`config.mk`:
```
export PLATFORM = sky130hd
export DESIGN_NAME = wishbone_arbiter
export DESIGN_NICKNAME = d
export VERILOG_FILES = /design/src/rtl/wishbone_arbiter.sv
export SDC_FILE = /design/constraint.sdc
export NUM_CORES = 1
export LEC_CHECK = 0
export ABC_CLOCK_PERIOD_IN_PS = 2300
export CAP_MARGIN = 20
export CORE_AREA = 2 2 92 94
export DETAILED_ROUTE_END_ITERATION = 7
export DIE_AREA = 0 0 94 96
export PLACE_DENSITY = 0.74
export SKIP_LAST_GASP = 1
export SLEW_MARGIN = 20
export SYNTH_ARGS = -nofsm -noshare
export SYNTH_HDL_FRONTEND = slang
export SYNTH_SLANG_ARGS = --single-unit
```
`constraint.sdc`:
```
create_clock -name wb_clk -period 2.3 [get_ports wb_clk]
set_input_delay 0.345 -clock wb_clk [delete_from_list [all_inputs] [get_ports wb_clk]]
set_output_delay 0.345 -clock wb_clk [all_outputs]
set_load 0.02 [all_outputs]
```
`src/rtl/wishbone_arbiter.sv`:
```
// Round-robin arbiter multiplexing NUM_CTRL Wishbone controllers onto one interconnect port.
// Optional bus watchdog enabled by defining WISHBONE_ARBITER_TIMEOUT_EN.
module wishbone_arbiter #(
  parameter int unsigned NUM_CTRL = 2,
  parameter int unsigned ADR_W    = 16,
  parameter int unsigned TIMEOUT  = 255
) (
  input  logic                      wb_clk,
  input  logic                      wb_rst,
  input  logic [NUM_CTRL-1:0]       c_cyc,
  input  logic [NUM_CTRL-1:0]       c_stb,
  input  logic [NUM_CTRL-1:0]       c_we,
  input  logic [NUM_CTRL*ADR_W-1:0] c_adr,
  input  logic [NUM_CTRL*4-1:0]     c_sel,
  input  logic [NUM_CTRL*32-1:0]    c_dat_c,
  output logic [31:0]               c_dat_p,
  output logic [NUM_CTRL-1:0]       c_ack,
  output logic [NUM_CTRL-1:0]       c_err,
  output logic                      m_cyc,
  output logic                      m_stb,
  output logic                      m_we,
  output logic [ADR_W-1:0]          m_adr,
  output logic [3:0]                m_sel,
  output logic [31:0]               m_dat_c,
  input  logic [31:0]               m_dat_p,
  input  logic                      m_ack,
  output logic [NUM_CTRL-1:0]       grant
);

  localparam int unsigned IDX_W = (NUM_CTRL > 1) ? $clog2(NUM_CTRL) : 1;

  typedef enum logic {S_IDLE, S_BUSY} state_e;

  state_e              state_q, state_d;
  logic [IDX_W-1:0]    owner_q, owner_d;
  logic [IDX_W-1:0]    last_q, last_d;
  logic [NUM_CTRL-1:0] grant_q, grant_d;
  logic [IDX_W-1:0]    pick;
  logic                pick_vld;
  logic                busy;
  logic                to_hit;

  // Gated by reset so the bus drops the instant reset asserts.
  assign busy    = (state_q == S_BUSY) && !wb_rst;
  assign grant   = grant_q;
  assign c_dat_p = m_dat_p;

  // Round-robin scan starting just after the most recent owner.
  always_comb begin : rr_pick
    int unsigned idx;
    pick     = '0;
    pick_vld = 1'b0;
    idx      = 0;
    for (int unsigned k = 1; k <= NUM_CTRL; k++) begin
      idx = (32'(last_q) + k) % NUM_CTRL;
      if (!pick_vld && c_cyc[IDX_W'(idx)]) begin
        pick     = IDX_W'(idx);
        pick_vld = 1'b1;
      end
    end
  end

`ifdef WISHBONE_ARBITER_TIMEOUT_EN
  localparam int unsigned CNT_W = $clog2(TIMEOUT + 1);

  logic [CNT_W-1:0] cnt_q, cnt_d;

  assign to_hit = busy && (cnt_q == CNT_W'(TIMEOUT));

  // Counts stalled strobe cycles of the current owner; any ack restarts it.
  always_comb begin
    cnt_d = cnt_q;
    if (state_q == S_IDLE || m_ack) begin
      cnt_d = '0;
    end else if (c_stb[owner_q] && cnt_q != CNT_W'(TIMEOUT)) begin
      cnt_d = cnt_q + CNT_W'(1);
    end
  end

  always_ff @(posedge wb_clk or posedge wb_rst) begin
    if (wb_rst) begin
      cnt_q <= '0;
    end else begin
      cnt_q <= cnt_d;
    end
  end
`else
  assign to_hit = 1'b0;
`endif

  always_comb begin
    state_d = state_q;
    owner_d = owner_q;
    last_d  = last_q;
    grant_d = grant_q;
    case (state_q)
      S_IDLE: begin
        if (pick_vld) begin
          state_d = S_BUSY;
          owner_d = pick;
          grant_d = NUM_CTRL'(1) << pick;
        end
      end
      S_BUSY: begin
        // Owner becomes lowest priority once it lets go (or is evicted).
        if (!c_cyc[owner_q] || to_hit) begin
          state_d = S_IDLE;
          last_d  = owner_q;
          grant_d = '0;
        end
      end
      default: state_d = S_IDLE;
    endcase
  end

  always_ff @(posedge wb_clk or posedge wb_rst) begin
    if (wb_rst) begin
      state_q <= S_IDLE;
      owner_q <= '0;
      last_q  <= IDX_W'(NUM_CTRL - 1);
      grant_q <= '0;
    end else begin
      state_q <= state_d;
      owner_q <= owner_d;
      last_q  <= last_d;
      grant_q <= grant_d;
    end
  end

  // Owner's signals routed through; everything held at zero otherwise.
  always_comb begin
    m_cyc   = 1'b0;
    m_stb   = 1'b0;
    m_we    = 1'b0;
    m_adr   = '0;
    m_sel   = '0;
    m_dat_c = '0;
    c_ack   = '0;
    c_err   = '0;
    if (busy) begin
      m_cyc          = c_cyc[owner_q] && !to_hit;
      m_stb          = c_stb[owner_q] && !to_hit;
      m_we           = c_we[owner_q];
      m_adr          = c_adr[32'(owner_q)*ADR_W +: ADR_W];
      m_sel          = c_sel[32'(owner_q)*4 +: 4];
      m_dat_c        = c_dat_c[32'(owner_q)*32 +: 32];
      c_ack[owner_q] = m_ack && !to_hit;
      c_err[owner_q] = to_hit;
    end
  end

endmodule
```
==> impl_metrics.json <==
{
  "result_of_the_run": "completed",
  "timing.setup.critical_path_class": "input pin to output pin",
  "global_route_wire_length_before_repair_mm": 8.09,
  "detail_route.vias_per_cell": 4.05,
  "end_kind": "output pin",
  "seq_power_share_pct": 8.8,
  "post_cts.repair.setup_buffers": 0,
  "grt_pass1_vias": 1616,
  "bufs_on_longest_clock_path": 2,
  "timing.final.crit_period_ns": 2.24,
  "cts_root_buffer": "sky130_fd_sc_hd__clkbuf_8",
  "synthTopCellsByCount": "sky130_fd_sc_hd__nor2_1, sky130_fd_sc_hd__mux2i_1, sky130_fd_sc_hd__buf_4, sky130_fd_sc_hd__buf_6",
  "routed-via-count": 1743,
  "vdd.ir_drop.worst_mv": 0.414,
  "tns_ns": 0,
  "synth_seq_cells": 5,
  "finish.utilization_pct": 39.1,
  "finish.net_count": 471,
  "portion_of_the_post_synthesis_area_used_by_sequential_elements_pct": 8.95,
  "worstPathMaxFanout": 21,
  "pwr-share-clk_pct": 9.4,
  "post_synth_num_cell_types": 22,
  "timing.fmax_mhz": 447,
  "proportion_of_layout_cells_with_a_drive_suffix_above_1_pct": 5.23,
  "cts_buffers": 3,
  "ys_dominant_reg_cell": "sky130_fd_sc_hd__dfrtp_1",
  "global_route_congestion_overflow_total": 0,
  "p_switching_mw": 0.786,
  "synth_most_common_cell": "sky130_fd_sc_hd__nor2_1",
  "synthesis.area_um2": 1410,
  "global_route.usage.total_pct": 11.0,
  "power_frac_comb_pct": 81.8,
  "netlist.top_cell.by_area": "sky130_fd_sc_hd__mux2i_1",
  "post_synth_main_area_contributors": "sky130_fd_sc_hd__mux2i_1, sky130_fd_sc_hd__buf_4, sky130_fd_sc_hd__nor2_1",
  "setup-violations-final": 0,
  "synthesis.yosys.warnings": 0,
  "worst_ep_required_time_ns": 1.96,
  "stdcell_area_um2": 3150,
  "p_sw_share_pct": 43.5,
  "placedInstanceArea_um2": 2980,
  "hpwlAfterDp_mm": 4.77,
  "detail_route.first_pass.iterations": 4,
  "grt_setup_unrepaired": "no",
  "total_power_mw": 1.81,
  "maxCapViolations": 0,
  "ant_nets": 0,
  "die-area_um2": 9020,
  "worst_hold_slack_ns": 0.447,
  "layout.area.seq_um2": 130,
  "worst_setup_path_start_kind": "input pin",
  "die_span_y_um": 96,
  "worstPathArrival_ns": 1.89,
  "power.density_nw_per_um2": 574,
  "cts_tree": "built",
  "synth-edff-count": 0,
  "grt_max_degree": 40,
  "portBuffers": 171,
  "antenna_cells": 0,
  "fraction_of_synthesis_flops_using_an_asynchronous_set_or_reset_pin_pct": 100,
  "clock_insertion_delay_worst_skew_ns": 0.23,
  "setup_skew_ns": 0.00560,
  "synthToLayoutAreaGrowth_pct": 123,
  "drt_iter0_drc": 16,
  "detail_route.wl_per_cell_um": 13.9,
  "antenna_found_initial": 0,
  "gp_routability_congestion": 0.827,
  "clock_h_tree_levels": 1,
  "final-hold-violation-count": 0,
  "num-fill-cells": 805,
  "row_count": 33,
  "ctsResizeCount": 3,
  "chipWidth_um": 94,
  "synth_area_per_cell_um2": 7.55,
  "power_report.internal_total_mw": 1.02,
  "coreArea_um2": 8050,
  "timing.final.crit_share_pct": 97.3,
  "synth.top_cell.area_share_pct": 39.0,
  "cts_hold_buffers": 0,
  "clk_pin_slew_worst_paths_ns": 0.04,
  "worstHoldPathType": "input pin to asynchronous set/reset pin",
  "initial_utilization_pct": 17.5,
  "power.leakage_nw": 2.10,
  "timing_max_transition_violations_final": 0,
  "syn-instance-count": 187,
  "multiInputGateArea_um2": 890,
  "drc": 0,
  "floorplan.io_pins": 238,
  "clock_sink_count": 5,
  "wl_mm": 5.96
}
==> through the flow <==
stage	instances	worst slack, ns
floorplan	188	0.661
CTS	430	0.00124
global route	430	0.000922
global placement	426	-0.00550
finish	430	0.0611
detailed placement	426	-0.0502
==> layout make-up <==
type                    instances  area share [%]
multi-input cells             133            28.3
well taps                     105            4.17
repair buffers                181            61.7
inverters                       2           0.239
clock buffers                   4            1.43
flip-flops and latches          5            4.14
==> worst paths after layout <==
path | slack, ns | depth (start not counted) | endpoint | startpoint
setup / recovery | 0.06 | 6 | m_dat_c[24] | wb_rst
hold / removal | 0.45 | 3 | owner_q$_DFFE_PP0P_ | wb_rst
setup reg to reg | 0.85 | 5 | grant[0]$_DFFE_PP0P_ | owner_q$_DFFE_PP0P_
hold reg to reg | 0.51 | 1 | grant[0]$_DFFE_PP0P_ | grant[0]$_DFFE_PP0P_
max in group asynchronous | 1.65 | 3 | last_q$_DFFE_PP1P_ | wb_rst
min in group wb_clk | 0.51 | 1 | grant[0]$_DFFE_PP0P_ | grant[0]$_DFFE_PP0P_
==> cell usage in the layout (no fill, tap or decap), types with 2 or more instances in the layout <==
cell type / count
sky130_fd_sc_hd__clkdlybuf4s50_1: 119
sky130_fd_sc_hd__nor2_1: 59
sky130_fd_sc_hd__mux2i_1: 55
sky130_fd_sc_hd__dlymetal6s2s_1: 49
sky130_fd_sc_hd__buf_4: 7
sky130_fd_sc_hd__a21oi_1: 4
sky130_fd_sc_hd__clkbuf_8: 3
sky130_fd_sc_hd__dfrtp_1: 3
sky130_fd_sc_hd__dlygate4sd2_1: 3
sky130_fd_sc_hd__buf_12: 3
sky130_fd_sc_hd__nand2_1: 2
sky130_fd_sc_hd__nor2b_1: 2
sky130_fd_sc_hd__inv_1: 2
sky130_fd_sc_hd__nand2b_1: 2
sky130_fd_sc_hd__conb_1: 2
==> registers in the layout (all words and copies together) (netlist names) <==
name	count
grant	2
last_q	1
owner_q	1
state_q	1
==> critical path, stage by stage <==
cell and delay [ns]:
sky130_fd_sc_hd__clkdlybuf4s50_1 0.41, sky130_fd_sc_hd__inv_1 0.09, sky130_fd_sc_hd__nand2_2 0.15, sky130_fd_sc_hd__buf_12 0.19
sky130_fd_sc_hd__nor2_1 0.10, sky130_fd_sc_hd__clkdlybuf4s50_1 0.60
==> power groups by stage <==
stage                     logic (mW)  registers, mW  clock network (mW)
after global placement          1.50          0.160                   0
final                           1.48          0.159               0.170
after CTS                       1.53          0.160               0.173
after detailed placement        1.53          0.161                   0
after floorplan                 1.04          0.160                   0
after global routing            1.58          0.165               0.180
==> kinds of logic (layout without fill, tap and decap cells) <==
logic type,count (synthesis),after routing,synth area share [%]
AOI/OAI and AO/OA,7,7,2.92
and+or+nand+nor,68,68,19.4
muxes,56,56,39.9
other,1,2,0.265
DFF,5,5,8.95
buffers and inverters,50,187,28.5
==> per-layer routing <==
layer  global-route usage, %  wire length (um)  vias up
li1                        -                 -      856
met1                    12.1              2100      767
met2                    19.8              3010      106
met3                    3.45               764       14
met4                    4.35                86        0
met5                       0                 0        -
No activity file was read; power rests on OpenSTA's default activity.
==> variant 1 (same settings) <==
Change the parameter `ADR_W` from 16 to 24.
--- a/src/rtl/wishbone_arbiter.sv
+++ b/src/rtl/wishbone_arbiter.sv
@@ -4,3 +4,3 @@
   parameter int unsigned NUM_CTRL = 2,
-  parameter int unsigned ADR_W    = 16,
+  parameter int unsigned ADR_W    = 24,
   parameter int unsigned TIMEOUT  = 255
Interface: changed (resized c_adr and m_adr); port bits go from 238 to 262. No check against the original RTL was run, so the function may have changed too.
==> variant 1 against the original RTL <==
Final area grew 9.4%; worst setup slack better by 0.010 ns; area after synthesis increased by 8.9%; sequential cell count stayed put; total power grew 15%; wire length increased by 4.5%; sequential share of layout area fell by 0.36 points; critical path type unchanged; synthesized cell count rose by 9.1%; utilization up 3.7 points.
==> variant 1: results <==
export IMPL_slowest_stage="clkdlybuf4s50_1"
export IMPL_rrSetupSlack_ns=1.02
export IMPL_cts_repair_resized=0
export IMPL_drive_gt1_share_pct=4.92
export IMPL_grt_start_max_net_pins=40
export IMPL_status="finished, final reports clean"
export IMPL_syn_to_final_growth_pct=124
export IMPL_post_dp_cell_area_sq_um=3350
export IMPL_skew_ns=0.00384
export IMPL_ys_seq_area_share_pct=8.22
export IMPL_p_sw_share_pct=42.5
export IMPL_avgViaCountPerCell=4.07
export IMPL_grt_first_pass_wirelength_um=8870
export IMPL_dp_hpwl_um=5280
export IMPL_grt_usage_pct=12.2
export IMPL_cts_buffer_depth=2
export IMPL_yosysMostFrequentCell="nor2_1"
export IMPL_synthArstFlopShare_pct=100
export IMPL_hold_class="input pin to asynchronous set/reset pin"
export IMPL_place_gp_congestion=0.826
export IMPL_synthMuxAreaShare_pct=41.9
export IMPL_dpl_worst_slack_ns=0.0687
export IMPL_antenna_found_initial=0
export IMPL_cp_arrival_ns=1.88
export IMPL_antennaDiodeCount=0
export IMPL_post_cts_buffers=0
export IMPL_nets=528
export IMPL_synth_compound_area_share_pct=2.69
export IMPL_largest_reg_flops=2
export IMPL_ys_top_cells_by_area="mux2i_1 41%, buf_4 18%, nor2_1 16%"
export IMPL_path_max_fanout=39
export IMPL_vdd_drop_max_mv=0.411
export IMPL_crit_start="wb_rst"
export IMPL_fill_cells=805
export IMPL_wl_per_cell_um=13.2
export IMPL_drt_initial_drc_count=36
export IMPL_ys_types=21
export IMPL_r2r_start="owner_q"
export IMPL_port_buffers=195
export IMPL_ys_warnings_count=0
export IMPL_synth_common_cells="67 x nor2_1, 63 x mux2i_1, 36 x buf_4"
export IMPL_synth_main_ff_cell="dfrtp_1"
export IMPL_p_leak_uw=0.00168
export IMPL_cp_top_family="buffers and inverters"
export IMPL_grt_pass1_vias=1829
export IMPL_crit_end="m_adr[3]"
export IMPL_clkTransAtPathRegs_ns=0.04
export IMPL_clock_fmax_mhz=449
export IMPL_htree_levels=1
export IMPL_ff2ff_path_depth=3
## variant 1: cell count changes after synthesis
| cell | change |
|---|---|
| clkbuf_4 | -1 |
| nand2_1 | -1 |
| buf_8 | -1 |
| buf_12 | +3 |
| mux2i_1 | +8 |
| nand2_2 | +1 |
| buf_2 | +7 |
| nor2_1 | +8 |
| clkbuf_1 | -1 |
| buf_6 | -3 |
| buf_4 | -3 |
## variant 1: final cells by class
class / instances / area share, %
sequential: 5 / 3.78
tap: 105 / 3.82
timing repair buffer: 206 / 61.8
multi-input combinational: 149 / 29.0
clock buffer: 4 / 1.31
inverter: 2 / 0.218
## variant 1: tightest hold or removal path, delay by kind of cell
kind,cells,cell delay [ns]
buffers and inverters,3,0.62
## variant 1: per-stage QoR
stage	cells	hold slack, ns
2_1_floorplan	205	0.144
5_1_grt	471	0.459
6_report	471	0.409
4_1_cts	469	0.412
3_5_place_dp	465	0.533
3_3_place_gp	465	0.508
## variant 1: worst min-delay path by stage
stage	endpoint	slack (ns)	cells past startpoint
finish	grant[1]	0.41	3
global route	grant[1]	0.46	3
CTS	grant[1]	0.41	3
detailed placement	last_q	0.53	2
global placement	grant[0]	0.51	1
floorplan	grant[0]	0.14	1
## variant 1: routing by layer
| layer | track usage (%) | routed length (um) |
|---|---|---|
| met1 | 13.6 | 2210 |
| met2 | 23.3 | 3320 |
| met3 | 2.74 | 614 |
| met4 | 3.02 | 79 |
| met5 | 0 | 0 |
## variant 1: power groups by stage
| stage | Sequential [uW] | Combinational (uW) | Clock, uW |
|---|---|---|---|
| CTS | 212 | 1700 | 172 |
| detailed placement | 213 | 1690 | 0 |
| finish | 193 | 1720 | 170 |
| floorplan | 160 | 1200 | 0 |
| global placement | 210 | 1680 | 0 |
| global route | 198 | 1830 | 177 |
==> variant 2 (same settings) <==
Without the edit above. Put a register stage on the output `c_err`, cleared by the reset. The value now appears one clock later. The other outputs are not delayed to match.
--- a/src/rtl/wishbone_arbiter.sv
+++ b/src/rtl/wishbone_arbiter.sv
@@ -32,2 +32,4 @@
   typedef enum logic {S_IDLE, S_BUSY} state_e;
+
+  logic [NUM_CTRL-1:0] c_err_d;
 
@@ -138,3 +140,3 @@
     c_ack   = '0;
-    c_err   = '0;
+    c_err_d = '0;
     if (busy) begin
@@ -147,3 +149,11 @@
       c_ack[owner_q] = m_ack && !to_hit;
-      c_err[owner_q] = to_hit;
+      c_err_d[owner_q] = to_hit;
+    end
+  end
+
+  always_ff @(posedge wb_clk or posedge wb_rst) begin
+    if (wb_rst) begin
+      c_err <= '0;
+    end else begin
+      c_err <= c_err_d;
     end
Behaviour: unchanged (equiv_simple and equiv_induct, registers matched by name and starting in step).
==> variant 2 against the original RTL <==
Die area is the same; final area fell by 0.99%; wire length decreased by 5.9%; utilization fell by 0.39 points; register-to-register slack improved by 0.28 ns; worst setup slack better by 0.0094 ns; area after synthesis down 1.2%; sequential cell count did not move; total power down 1.6%; sequential power grew 10%; largest cell class unchanged.
==> variant 2: results <==
export IMPL_status="finished, final reports clean"
export IMPL_skew_ns=0.00168
export IMPL_synth_common_cells="58 x nor2_1, 55 x mux2i_1, 37 x buf_4"
export IMPL_ys_seq_area_share_pct=9.05
export IMPL_grt_start_max_net_pins=39
export IMPL_dr_wl_met3_um=518
export IMPL_wl_met1_um=1920
export IMPL_place_gp_congestion=0.761
export IMPL_n_all_buffers=177
export IMPL_seq_share_pct=4.18
export IMPL_nonClkBufAreaFrac_pct=61.2
export IMPL_multi_input_cells=131
export IMPL_grt_usage_pct=10.4
export IMPL_synthMuxAreaShare_pct=41.0
export IMPL_grt_util_met3_pct=1.64
export IMPL_post_dp_cell_area_sq_um=2960
export IMPL_nets=466
export IMPL_fill_cells=817
export IMPL_synth_compound_area_share_pct=3.41
export IMPL_drt_initial_drc_count=30
export IMPL_ys_top_cells_by_area="mux2i_1 39%, buf_4 20%, nor2_1 16%"
export IMPL_drive_gt1_share_pct=4.06
export IMPL_n_all_inverters=3
export IMPL_syn_to_final_growth_pct=123
export IMPL_cts_repair_resized=1
export IMPL_multi_input_area_sq_um=892
export IMPL_syn_area_per_cell_sq_um=7.51
export IMPL_vdd_drop_max_mv=0.455
export IMPL_dpl_worst_slack_ns=0.0165
export IMPL_ys_types=23
export IMPL_avgViaCountPerCell=4.05
export IMPL_dp_hpwl_um=4570
export IMPL_wl_met2_um=3140
export IMPL_dp_cells=421
export IMPL_met1_usage_pct=11.2
export IMPL_grt_pass1_vias=1611
==> variant 2: cell types whose count changed after synthesis, sizes merged <==
cell | before | now
a211o | 0 | 1
nor2 | 59 | 58
buf | 46 | 47
o211ai | 0 | 1
nor2b | 2 | 0
a21oi | 4 | 2
inv | 2 | 3
clkbuf | 2 | 1
nand2 | 3 | 4
==> variant 2: final timing paths <==
path	from	end	slack [ns]	cells past startpoint
worst max-delay path	wb_rst	m_dat_c[5]	0.07	6
worst min-delay path	wb_rst	state_q	0.48	3
worst max register to register	owner_q	grant[0]	1.13	3
worst min register to register	grant[0]	grant[0]	0.50	1
max in group asynchronous	wb_rst	last_q	1.62	3
min in group wb_clk	grant[0]	grant[0]	0.50	1
==> variant 2: critical path: stages <==
cell and delay (ns):
clkdlybuf4s50_1 0.41, inv_1 0.11, nand2_2 0.12, buf_12 0.19
nor2_1 0.11, clkdlybuf4s50_1 0.60
==> variant 2: where the power goes <==
part | switching [uW] | internal (uW)
clock network | 47.5 | 119
logic | 671 | 766
registers | 42.8 | 132
